## src/rtl/elevator_call_scheduler_if.sv

```systemverilog
// Call-button inputs and car drive/door/status outputs of the elevator call scheduler.
// The master side drives requests; the slave side is the scheduler.
interface elevator_call_scheduler_if #(
  parameter int N_FLOORS = 4,
  parameter int FLOOR_W  = 2
);
  logic [N_FLOORS-1:0] req;
  logic                hold_door;
  logic [FLOOR_W-1:0]  floor;
  logic                dir;
  logic                moving;
  logic                door_open;
  logic [N_FLOORS-1:0] pending;
  logic                arrive;

  modport master (
    output req, hold_door,
    input  floor, dir, moving, door_open, pending, arrive
  );

  modport slave (
    input  req, hold_door,
    output floor, dir, moving, door_open, pending, arrive
  );
endinterface

```

## src/rtl/elevator_call_scheduler.sv

```systemverilog
// Collective (SCAN) elevator dispatcher: latches floor calls, moves the car one floor at a
// time, reverses only when no calls remain ahead, and times the door dwell.
//
// state | meaning
// IDLE  | car stopped, door closed; picks door, move ahead, or reverse-and-move
// MOVE  | travelling one floor; timer counts down the floor-to-floor time
// DOOR  | door open at current floor; timer counts down the dwell
module elevator_call_scheduler #(
  parameter int N_FLOORS    = 4,
  parameter int FLOOR_W     = 2,
  parameter int MOVE_CYCLES = 8,
  parameter int DOOR_CYCLES = 16
) (
  input  logic                      clk,
  input  logic                      rst,
  elevator_call_scheduler_if.slave  bus
);

  localparam logic [1:0] IDLE = 2'd0;
  localparam logic [1:0] MOVE = 2'd1;
  localparam logic [1:0] DOOR = 2'd2;

  localparam int T_MAX = (MOVE_CYCLES > DOOR_CYCLES) ? MOVE_CYCLES : DOOR_CYCLES;
  localparam int TW    = $clog2(T_MAX + 1);

  localparam logic [TW-1:0] T_MOVE = TW'(MOVE_CYCLES);
  localparam logic [TW-1:0] T_DOOR = TW'(DOOR_CYCLES);
  localparam logic [TW-1:0] T_ONE  = TW'(1);

  logic [1:0]          state, state_n;
  logic [TW-1:0]       timer, timer_n;
  logic [FLOOR_W-1:0]  floor_r, floor_n, next_floor;
  logic                dir_r, dir_n;
  logic [N_FLOORS-1:0] pending_r, pending_n;
  logic                arrive_r, arrive_n;
  logic [N_FLOORS-1:0] eff, set_mask, clr_mask;

  // Any effective call strictly above f (d=0, UP) or strictly below f (d=1, DOWN).
  function automatic logic calls_beyond(input logic [N_FLOORS-1:0] e,
                                        input logic [FLOOR_W-1:0]  f,
                                        input logic                d);
    logic r;
    r = 1'b0;
    for (int i = 0; i < N_FLOORS; i++) begin
      if (d ? (FLOOR_W'(i) < f) : (FLOOR_W'(i) > f))
        r = r | e[i];
    end
    return r;
  endfunction

  assign eff        = pending_r | bus.req;
  assign next_floor = dir_r ? (floor_r - FLOOR_W'(1)) : (floor_r + FLOOR_W'(1));

  always_comb begin
    state_n  = state;
    timer_n  = timer;
    floor_n  = floor_r;
    dir_n    = dir_r;
    arrive_n = 1'b0;
    set_mask = bus.req;
    clr_mask = '0;

    case (state)
      IDLE: begin
        if (eff[floor_r]) begin
          state_n           = DOOR;
          timer_n           = T_DOOR;
          clr_mask[floor_r] = 1'b1;
        end else if (calls_beyond(eff, floor_r, dir_r)) begin
          state_n = MOVE;
          timer_n = T_MOVE;
        end else if (calls_beyond(eff, floor_r, ~dir_r)) begin
          state_n = MOVE;
          timer_n = T_MOVE;
          dir_n   = ~dir_r;
        end
      end

      MOVE: begin
        if (timer == T_ONE) begin
          floor_n  = next_floor;
          arrive_n = 1'b1;
          if (eff[next_floor]) begin
            state_n              = DOOR;
            timer_n              = T_DOOR;
            clr_mask[next_floor] = 1'b1;
          end else if (calls_beyond(eff, next_floor, dir_r)) begin
            timer_n = T_MOVE;
          end else begin
            state_n = IDLE;
          end
        end else begin
          timer_n = timer - T_ONE;
        end
      end

      DOOR: begin
        // A call at the open floor is absorbed: it extends the dwell instead of latching.
        set_mask[floor_r] = 1'b0;
        if (bus.hold_door || bus.req[floor_r]) begin
          timer_n = T_DOOR;
        end else if (timer == T_ONE) begin
          state_n = IDLE;
        end else begin
          timer_n = timer - T_ONE;
        end
      end

      default: begin
        state_n = IDLE;
      end
    endcase

    pending_n = (pending_r | set_mask) & ~clr_mask;
  end

  always_ff @(posedge clk or posedge rst) begin
    if (rst) begin
      state     <= IDLE;
      timer     <= '0;
      floor_r   <= '0;
      dir_r     <= 1'b0;
      pending_r <= '0;
      arrive_r  <= 1'b0;
    end else begin
      state     <= state_n;
      timer     <= timer_n;
      floor_r   <= floor_n;
      dir_r     <= dir_n;
      pending_r <= pending_n;
      arrive_r  <= arrive_n;
    end
  end

  assign bus.floor     = floor_r;
  assign bus.dir       = dir_r;
  assign bus.moving    = (state == MOVE);
  assign bus.door_open = (state == DOOR);
  assign bus.pending   = pending_r;
  assign bus.arrive    = arrive_r;

endmodule

```

## src/flat_wrapper.sv

```systemverilog
// flat-port wrapper written by rule: the top's interface ports become plain ports
module elevator_call_scheduler_flat 
#(
  parameter int N_FLOORS    = 4,
  parameter int FLOOR_W     = 2,
  parameter int MOVE_CYCLES = 8,
  parameter int DOOR_CYCLES = 16
)
  (clk, rst, bus_req, bus_hold_door, bus_floor, bus_dir, bus_moving, bus_door_open, bus_pending, bus_arrive);
  elevator_call_scheduler_if #(.N_FLOORS(N_FLOORS), .FLOOR_W(FLOOR_W)) bus_i ();
  input  logic clk;
  input  logic rst;
  input wire logic [$bits(bus_i.req)-1:0] bus_req;
  input wire logic [$bits(bus_i.hold_door)-1:0] bus_hold_door;
  output wire logic [$bits(bus_i.floor)-1:0] bus_floor;
  output wire logic [$bits(bus_i.dir)-1:0] bus_dir;
  output wire logic [$bits(bus_i.moving)-1:0] bus_moving;
  output wire logic [$bits(bus_i.door_open)-1:0] bus_door_open;
  output wire logic [$bits(bus_i.pending)-1:0] bus_pending;
  output wire logic [$bits(bus_i.arrive)-1:0] bus_arrive;
  assign bus_i.req = bus_req;
  assign bus_i.hold_door = bus_hold_door;
  assign bus_floor = bus_i.floor;
  assign bus_dir = bus_i.dir;
  assign bus_moving = bus_i.moving;
  assign bus_door_open = bus_i.door_open;
  assign bus_pending = bus_i.pending;
  assign bus_arrive = bus_i.arrive;
  elevator_call_scheduler #(.N_FLOORS(N_FLOORS), .FLOOR_W(FLOOR_W), .MOVE_CYCLES(MOVE_CYCLES), .DOOR_CYCLES(DOOR_CYCLES)) u_core (.clk(clk), .rst(rst), .bus(bus_i));
endmodule
```

## config.mk

```make
export PLATFORM = sky130hd
export DESIGN_NAME = elevator_call_scheduler_flat
export DESIGN_NICKNAME = d
export VERILOG_FILES = /design/src/rtl/elevator_call_scheduler_if.sv /design/src/rtl/elevator_call_scheduler.sv /design/src/flat_wrapper.sv
export SDC_FILE = /design/constraint.sdc
export NUM_CORES = 1
export LEC_CHECK = 0
export CAP_MARGIN = 20
export CORE_MARGIN = 3
export CORE_UTILIZATION = 57
export CTS_BUF_LIST = sky130_fd_sc_hd__clkbuf_4
export DETAILED_ROUTE_END_ITERATION = 16
export PLACE_DENSITY = 0.93
export SYNTH_ARGS = -nofsm -noshare
export SYNTH_HDL_FRONTEND = slang
export SYNTH_SLANG_ARGS = --single-unit
```

## constraint.sdc

```tcl
create_clock -name clk -period 3.5 [get_ports clk]
set_input_delay 0.525 -clock clk [delete_from_list [all_inputs] [get_ports clk]]
set_output_delay 0.525 -clock clk [all_outputs]
set_load 0.02 [all_outputs]
```

* After elaboration in Yosys (flattened, before gate mapping)
Cells that the tools add are included. Widths: inputs -> output; s select.
Word-level totals: register bits after elaboration 15, input bits 7, output and inout bits 10, logic and storage cells 158
Operators by class: $add $sub $neg 3, $lt $le $gt $ge 20, equal/unequal tests 10, muxes and demuxes 92, bitwise operators 18, reduce and logical (&&, ||, !) cells 9
Operator list (count):
- $mux 1 | 63
- $mux 5 | 8
- $mux 2 | 9
- $mux 4 | 4
- $pmux 5 s3 | 1
- $or 1x1->1 | 9
- $and 4x4->4 | 2
- $gt 1x2->1 const A | 4
- $gt 2x2->1 const A | 4
- $lt 1x2->1 const A | 4
- $lt 2x2->1 const A | 4
- $not 4->4 | 2
- $or 4x4->4 | 2
- $pmux 4 s2 | 1
- $reduce_and 4->1 | 2
- $bmux 1 s2 | 3
- $lt 2x3->1 const B | 2
- $ne 3x2->1 const B | 2
- $pmux 2 s3 | 1
- $eq 5x1->1 const B | 1
- $reduce_and 5->1 | 1
- $sub 5x1->5 const B | 1
- $demux 1 s2 | 2
- $ge 2x1->1 const B | 2
- 14 further kinds | 18

* Depth between registers and ports, before layout
Gate-level depths: netlist of run 1.
depth after elaboration 39, mapped depth 8

* Worst setup path after synthesis of run 1
Ideal clock, no wire load.
path kind register to register, from register u_core.floor_r[0], in the netlist u_core.bus.floor[0], to register u_core.timer[4], data arrival time 2542 ps, required time 3375 ps, path slack 833 ps, stages on the path, launching flop included 8, cell sequence dfrtp_1 > buf_4 > inv_2 > ha_1 > xnor2_1 > mux4_2 > a311oi_4 > mux2_4
On the way: cells in the longest elaborated chain, start to end 25
Ends and longest elaborated chain:
- start, declared | RTL line elevator_call_scheduler.sv:32 | logic [FLOOR_W-1:0] floor_r, floor_n, next_floor;
- start signal, assigned | RTL line elevator_call_scheduler.sv:128 | floor_r <= floor_n;
- $add 2x1->2 or $sub 2x1->2 (tied branches) | RTL line elevator_call_scheduler.sv:52 | assign next_floor = dir_r ? (floor_r - FLOOR_W'(1)) : (floor_r + FLOOR_W'(1));
- $mux 2 | RTL line elevator_call_scheduler.sv:52
- $gt 1x2->1 or $lt 1x2->1 (tied branches) | RTL line elevator_call_scheduler.sv:45 | if (d ? (FLOOR_W'(i) < f) : (FLOOR_W'(i) > f))
- $mux 1 (2 in series) | RTL line elevator_call_scheduler.sv:45
- $mux 1 | RTL line elevator_call_scheduler.sv:83 | if (eff[next_floor]) begin
- $mux 1 | RTL line elevator_call_scheduler.sv:80 | if (timer == T_ONE) begin
- $mux 1 | RTL line elevator_call_scheduler.sv:63 | case (state)
- $or 1x1->1 | RTL line elevator_call_scheduler.sv:46 | r = r | e[i];
- [... 8 more ...]
- $mux 1 | RTL line elevator_call_scheduler.sv:63
- $or 1x1->1 | RTL line elevator_call_scheduler.sv:46
- $mux 1 | RTL line elevator_call_scheduler.sv:45
- $mux 1 | RTL line elevator_call_scheduler.sv:83
- $mux 1 | RTL line elevator_call_scheduler.sv:80
- $mux 1 | RTL line elevator_call_scheduler.sv:63
- $ne 4x2->1 (no line)
- $reduce_and 4->1 (no line)
- end signal, assigned | RTL line elevator_call_scheduler.sv:127 | timer <= timer_n;
- end, declared | RTL line elevator_call_scheduler.sv:31 | logic [TW-1:0] timer, timer_n;
Several ways; a longest one is shown, not always the timed one. The select of a mux whose other input is x is not followed. A chain may end at the register's enable or synchronous reset.

* Worst setup path in the final report of run 1
Same ends and word-level chain as after synthesis.

==> results_dict.tcl, run 1 <==
set metrics [dict create \
    fp.dieArea_sq_um 2830 \
    use_met2 0.3857 \
    period_share 0.8423 \
    grt_max_degree 16 \
    ys_seq_elements 15 \
    fin_nets 169 \
    p_leak_nw 0.6177 \
    place_ws_ns 0.6046 \
    die_w_microns 53.20 \
    fin_util 0.7230 \
    finalCriticalPeriod_ns 2.948 \
    gp_congestion 0.9350 \
    required_ns 3.69 \
    routed_wl_microns 3084 \
    worst_slew_pin_slew_ns 0.5885 \
    grtUsageMet3 0.04789 \
    outcome "finished, final reports clean" \
    crit_path_start_kind "flop" \
    std_cell_rows 16 \
    fmaxAchievable_ghz 0.3392 \
    worstSetupStartpoint "u_core.bus.floor[0]" \
    crit_end "u_core.timer[4]" \
    slew_violations 0 \
    seq_area_frac_synth 0.2956 \
    setup_tns_ns 0 \
    grt-ovfl-total 0 \
    grt_util_all_layers 0.2456 \
    die_h_microns 53.20 \
    grt_pass1_wl_microns 4974 \
    layout-drive-gt1-share 0.1007 \
    cts-root-buf "clkbuf_4" \
    synth_flop_cell "dfrtp_1" \
    peakVddDrop_uv 445.1 \
    setup_slack_ns 0.5518 \
    use_met1 0.3275 \
    first_global_vias 1063 \
    critPathCaptureType "flop" \
    synth_cell_types 49 \
    hold_class "reg2reg" \
    clockBufferDepth 2 \
    ctsResizeCount 0 \
    syn2layout_area_growth_pct 16.26 \
    htreeDepth 1 \
    drc_errors 0 \
    pin_count 17 \
    cts_sinks 15 \
    core_sq_um 2042 \
    finalClockSkew_ns 0.005106 \
    initialDrtViolationCount 21 \
    netlist_area_sq_um 1270 \
    synth_edf_count 0 \
    antenna_found_initial 0 \
    crit_type "reg2reg" \
    min_from "u_core.timer[3]" \
    firstDrtPassIters 4 \
    cts_tree "built" \
    portBuffers 16 \
    clk_latency_ns 0.29 \
    setup_viol 0 \
    r2r_cells 6 \
    final-hold-violation-count 0 \
    rsz0062_at_grt "no" \
    synth_cells 132 \
    cts_setup_buffers 0 \
    r2r_slack_ns 0.55 \
    grt.busiest_layer "met2" \
    clk_pin_slew_worst_paths_ns 0.10 \
    p_per_area_nw_per_um2 746.1 \
    vias_per_cell 6.341 \
    drv_cap 0 \
    numCtsBuffers 3 \
    reg2reg_to "u_core.timer[4]" \
    yosysWarningCount 0 \
    num_antenna_cells 0 \
    start_util 0.6219 \
    synth_fp_nets 151 \
    ys_async_sr_fraction 1.000 \
    r2r-start "u_core.bus.floor[0]" \
    vias 1116 \
    drtAntennaViolNets 0 \
    syn_avg_cell_area_sq_um 9.621 \
    relSlewSlack 0.6021 \
    dp_hpwl_microns 2303 \
    cp_max_fo 12 \
    avgRoutedWirePerCell_microns 17.52 \
    cp.arrival_ns 3.13 \
    holdBufCountCts 0 \
]
==> cells in the mapped netlist (3+ instances only) <==
cell / number / area (sq um)
nand2b_1: 4 / 25.02
or2_1: 4 / 25.02
a311o_1: 3 / 30.03
mux2i_1: 5 / 50.05
a221oi_1: 5 / 43.79
a21oi_1: 7 / 35.03
inv_1: 10 / 37.54
o21ai_0: 6 / 30.03
nor2_1: 9 / 33.78
nand2_1: 8 / 30.03
ha_1: 12 / 150.1
dfrtp_1: 15 / 375.4
==> state kept, by name (all words and copies together) (netlist names) <==
name	cells
u_core.timer	5
u_core.bus.pending	4
u_core.bus.floor	2
u_core.state	2
u_core.bus.arrive	1
u_core.bus.dir	1
==> stage by stage <==
step                cell area, sq um  hold slack [ns]  instances  power (mW)
floorplan                       1270           0.4265        132      0.8026
global placement                1449           0.5486        172      0.9524
detailed placement              1449           0.5694        172      0.9837
CTS                             1476           0.5928        176       1.092
global route                    1476           0.6346        176       1.170
finish                          1476           0.5960        176       1.102
==> layout by cell type (no fill, tap or decap), types with 3 or more instances in the layout <==
cell type	netlist	final
a311o_1	3	3
mux2i_1	5	5
nand2b_1	4	4
or2_1	4	4
ha_1	12	12
a221oi_1	5	5
o21ai_0	6	6
inv_1	10	10
nand2_1	8	8
a21oi_1	7	7
clkbuf_4	0	3
nor2_1	9	9
dfrtp_1	15	15
clkdlybuf4s50_1	0	16
==> power by group <==
part	internal [mW]	total (mW)	leakage, nW	switching [mW]
combinational	0.322	0.698	0.415	0.377
clock	0.0425	0.108	0.0177	0.0656
sequential	0.225	0.295	0.185	0.0696
==> critical path: stages, from the launching register on <==
cell      delay (ns)
dfrtp_1         0.64
inv_2           0.18
ha_1            0.40
xnor2_1         0.37
mux4_2          0.46
a311oi_4        0.46
mux2_4          0.33
==> cell families after synthesis <==
kind of cell	synth area share
and+or+nand+nor	0.2000
xor gates and xnor gates	0.01380
AOI/OAI and AO/OA	0.2296
buffers and inverters	0.04729
DFF	0.2956
muxes	0.09556
adders and majority gates	0.1182
==> worst min path at each step <==
stage	to	cells past startpoint
after global routing	u_core.timer[4]	1
after CTS	u_core.timer[3]	1
after global placement	u_core.state[1]	1
final	u_core.timer[3]	1
after floorplan	u_core.bus.arrive	1
after detailed placement	u_core.timer[3]	1
==> routing by layer <==
layer,part of all wire,vias to the layer above
li1,-,528
met1,0.46,541
met2,0.47,39
met3,0.048,8
met4,0.018,0
met5,0,-
==> cell type report <==
type / instances / area, sq um
fill: 162 / 565.5
sequential: 15 / 375.4
multi-input combinational: 102 / 834.6
inverter: 12 / 45.04
clock buffer: 3 / 22.52
tap: 27 / 33.78
timing repair buffer: 16 / 160.2
clock inverter: 1 / 5.005
No activity file was read; power rests on OpenSTA's default activity.
==> inputs of run 2 (changes only) <==
==> constraint.sdc (replaced) <==
create_clock -name clk -period 3 [get_ports clk]
set_input_delay 0.45 -clock clk [delete_from_list [all_inputs] [get_ports clk]]
set_output_delay 0.45 -clock clk [all_outputs]
set_load 0.02 [all_outputs]
==> run 2 against run 1 <==
- first-iteration DRC count grew to 3.2 times the previous value
- clock skew is 0.0015 ns lower
- register-to-register slack hardly changed
- global-route usage is 3.3 points higher
- sequential share of layout area is 0.51 points lower
- non-clock buffer count is 4 higher
- largest cell class unchanged
==> results_dict.tcl, run 2 (synthesis gave the netlist of run 1 again) <==
set metrics [dict create \
    cp.arrival_ns 2.64 \
    top_register "u_core.timer" \
    die_w_microns 53.20 \
    crit_path_start_kind "flop" \
    rsz0062_at_grt "no" \
    cts_setup_buffers 0 \
    hold_class "in2async" \
    r2r-start "u_core.timer[1]" \
    htreeDepth 1 \
    relSlewSlack 0.5200 \
    crit_type "reg2reg" \
    fin_util 0.7377 \
    antenna_found_initial 0 \
    portBuffers 16 \
    fp.dieArea_sq_um 2830 \
    layout.area.seq_sq_um 375.4 \
    grt_max_degree 16 \
    final-hold-violation-count 0 \
    grt_pass1_wl_microns 5644 \
    reg2reg_to "u_core.timer[4]" \
    clk_pin_slew_worst_paths_ns 0.10 \
    period_share 0.8208 \
    finalClockSkew_ns 0.003634 \
    final_cell_mix "16 x clkdlybuf4s50_1, 15 x dfrtp_1, 12 x ha_1, 10 x inv_1, 9 x nor2_1" \
    internal_power_mw 0.7068 \
    largest_reg_flops 5 \
    slew_violations 0 \
    worst_slew_pin_slew_ns 0.7100 \
    p_leak_nw 0.6373 \
    p_sw_frac 0.4645 \
    drtAntennaViolNets 0 \
    pin_count 17 \
    numCtsBuffers 3 \
    required_ns 3.18 \
    setup_tns_ns 0 \
    first_global_vias 1210 \
    firstDrtPassIters 5 \
    cts-root-buf "clkbuf_4" \
    die_h_microns 53.20 \
    pwr-share-clk 0.090 \
    fin_nets 173 \
    use_met2 0.4857 \
    cts_tree "built" \
    comb_power_share 0.663 \
    avgRoutedWirePerCell_microns 18.75 \
    p_total_mw 1.320 \
    clockBufferDepth 2 \
    pwr-share-seq 0.247 \
    clk_latency_ns 0.28 \
    peakVddDrop_uv 556.2 \
    drv_cap 0 \
    grt_util_all_layers 0.2783 \
    finalCriticalPeriod_ns 2.462 \
    holdBufCountCts 0 \
    gp_congestion 0.9505 \
    start_util 0.6219 \
    ctsResizeCount 0 \
    std_cell_rows 16 \
    final_cells 180 \
    vias 1231 \
    vias_per_cell 6.839 \
    num_antenna_cells 0 \
    cts_sinks 15 \
    initialDrtViolationCount 67 \
    drc_errors 0 \
    p_per_area_nw_per_um2 876.1 \
    setup_viol 0 \
    fillers 141 \
    dp_hpwl_microns 2568 \
    p_switching_mw 0.6130 \
    r2r_cells 7 \
    outcome "finished, final reports clean" \
    routed_wl_microns 3375 \
    syn2layout_area_growth_pct 18.62 \
    grtUsageMet3 0.05070 \
    fmaxAchievable_ghz 0.4061 \
    r2r_slack_ns 0.54 \
    whs_ns 0.5286 \
    layout-drive-gt1-share 0.1242 \
    use_met1 0.3375 \
    dpl.cell_count 176 \
    critPathCaptureType "flop" \
    layout_commonest_cell "clkdlybuf4s50_1" \
    cp_max_fo 5 \
    core_sq_um 2042 \
    grt-ovfl-total 0 \
    grt.busiest_layer "met2" \
    multi_input_area_sq_um 834.6 \
]
run 2: per-layer routing:
metal | wire length [microns] | up-vias
li1 | - | 536
met1 | 1319 | 604
met2 | 1709 | 79
met3 | 287 | 12
met4 | 59 | 0
met5 | 0 | -
run 2: through the flow:
stage               worst slack (ns)  cell area [sq um]
detailed placement            0.3186               1479
floorplan                     0.3325               1270
CTS                           0.5837               1506
global route                  0.3676               1506
finish                        0.5376               1506
global placement              0.3866               1479
run 2: power by group through the flow:
stage | clock [mW] | sequential [mW] | combinational, mW
after floorplan | 0 | 0.341 | 0.595
after global placement | 0 | 0.321 | 0.813
after detailed placement | 0 | 0.326 | 0.853
after CTS | 0.120 | 0.321 | 0.857
after global routing | 0.127 | 0.337 | 0.941
final | 0.119 | 0.325 | 0.876
run 2: critical path: stages (launching register included):
cell	delay, ns
dfrtp_1	0.39
inv_1	0.10
ha_1	0.21
nor4b_1	0.61
nand2_1	0.33
inv_2	0.23
a311oi_4	0.17
mux2_4	0.33
run 2: layout make-up:
type / instances / area share
Clock inverter: 1 / 0.003322
Sequential cell: 15 / 0.2492
Timing Repair Buffer: 20 / 0.1262
Multi-Input combinational cell: 102 / 0.5540
Clock buffer: 3 / 0.01495
Inverter: 12 / 0.02990
Tap cell: 27 / 0.02243
run 2: worst max path at each step:
stage | to | start | slack, ns
floorplan | u_core.timer[4] | u_core.bus.floor[0] | 0.33
global placement | u_core.timer[4] | bus_req[2] | 0.39
detailed placement | u_core.timer[4] | bus_req[2] | 0.32
CTS | u_core.timer[4] | u_core.bus.floor[0] | 0.58
global route | u_core.timer[4] | u_core.timer[1] | 0.37
finish | u_core.timer[4] | u_core.timer[1] | 0.54
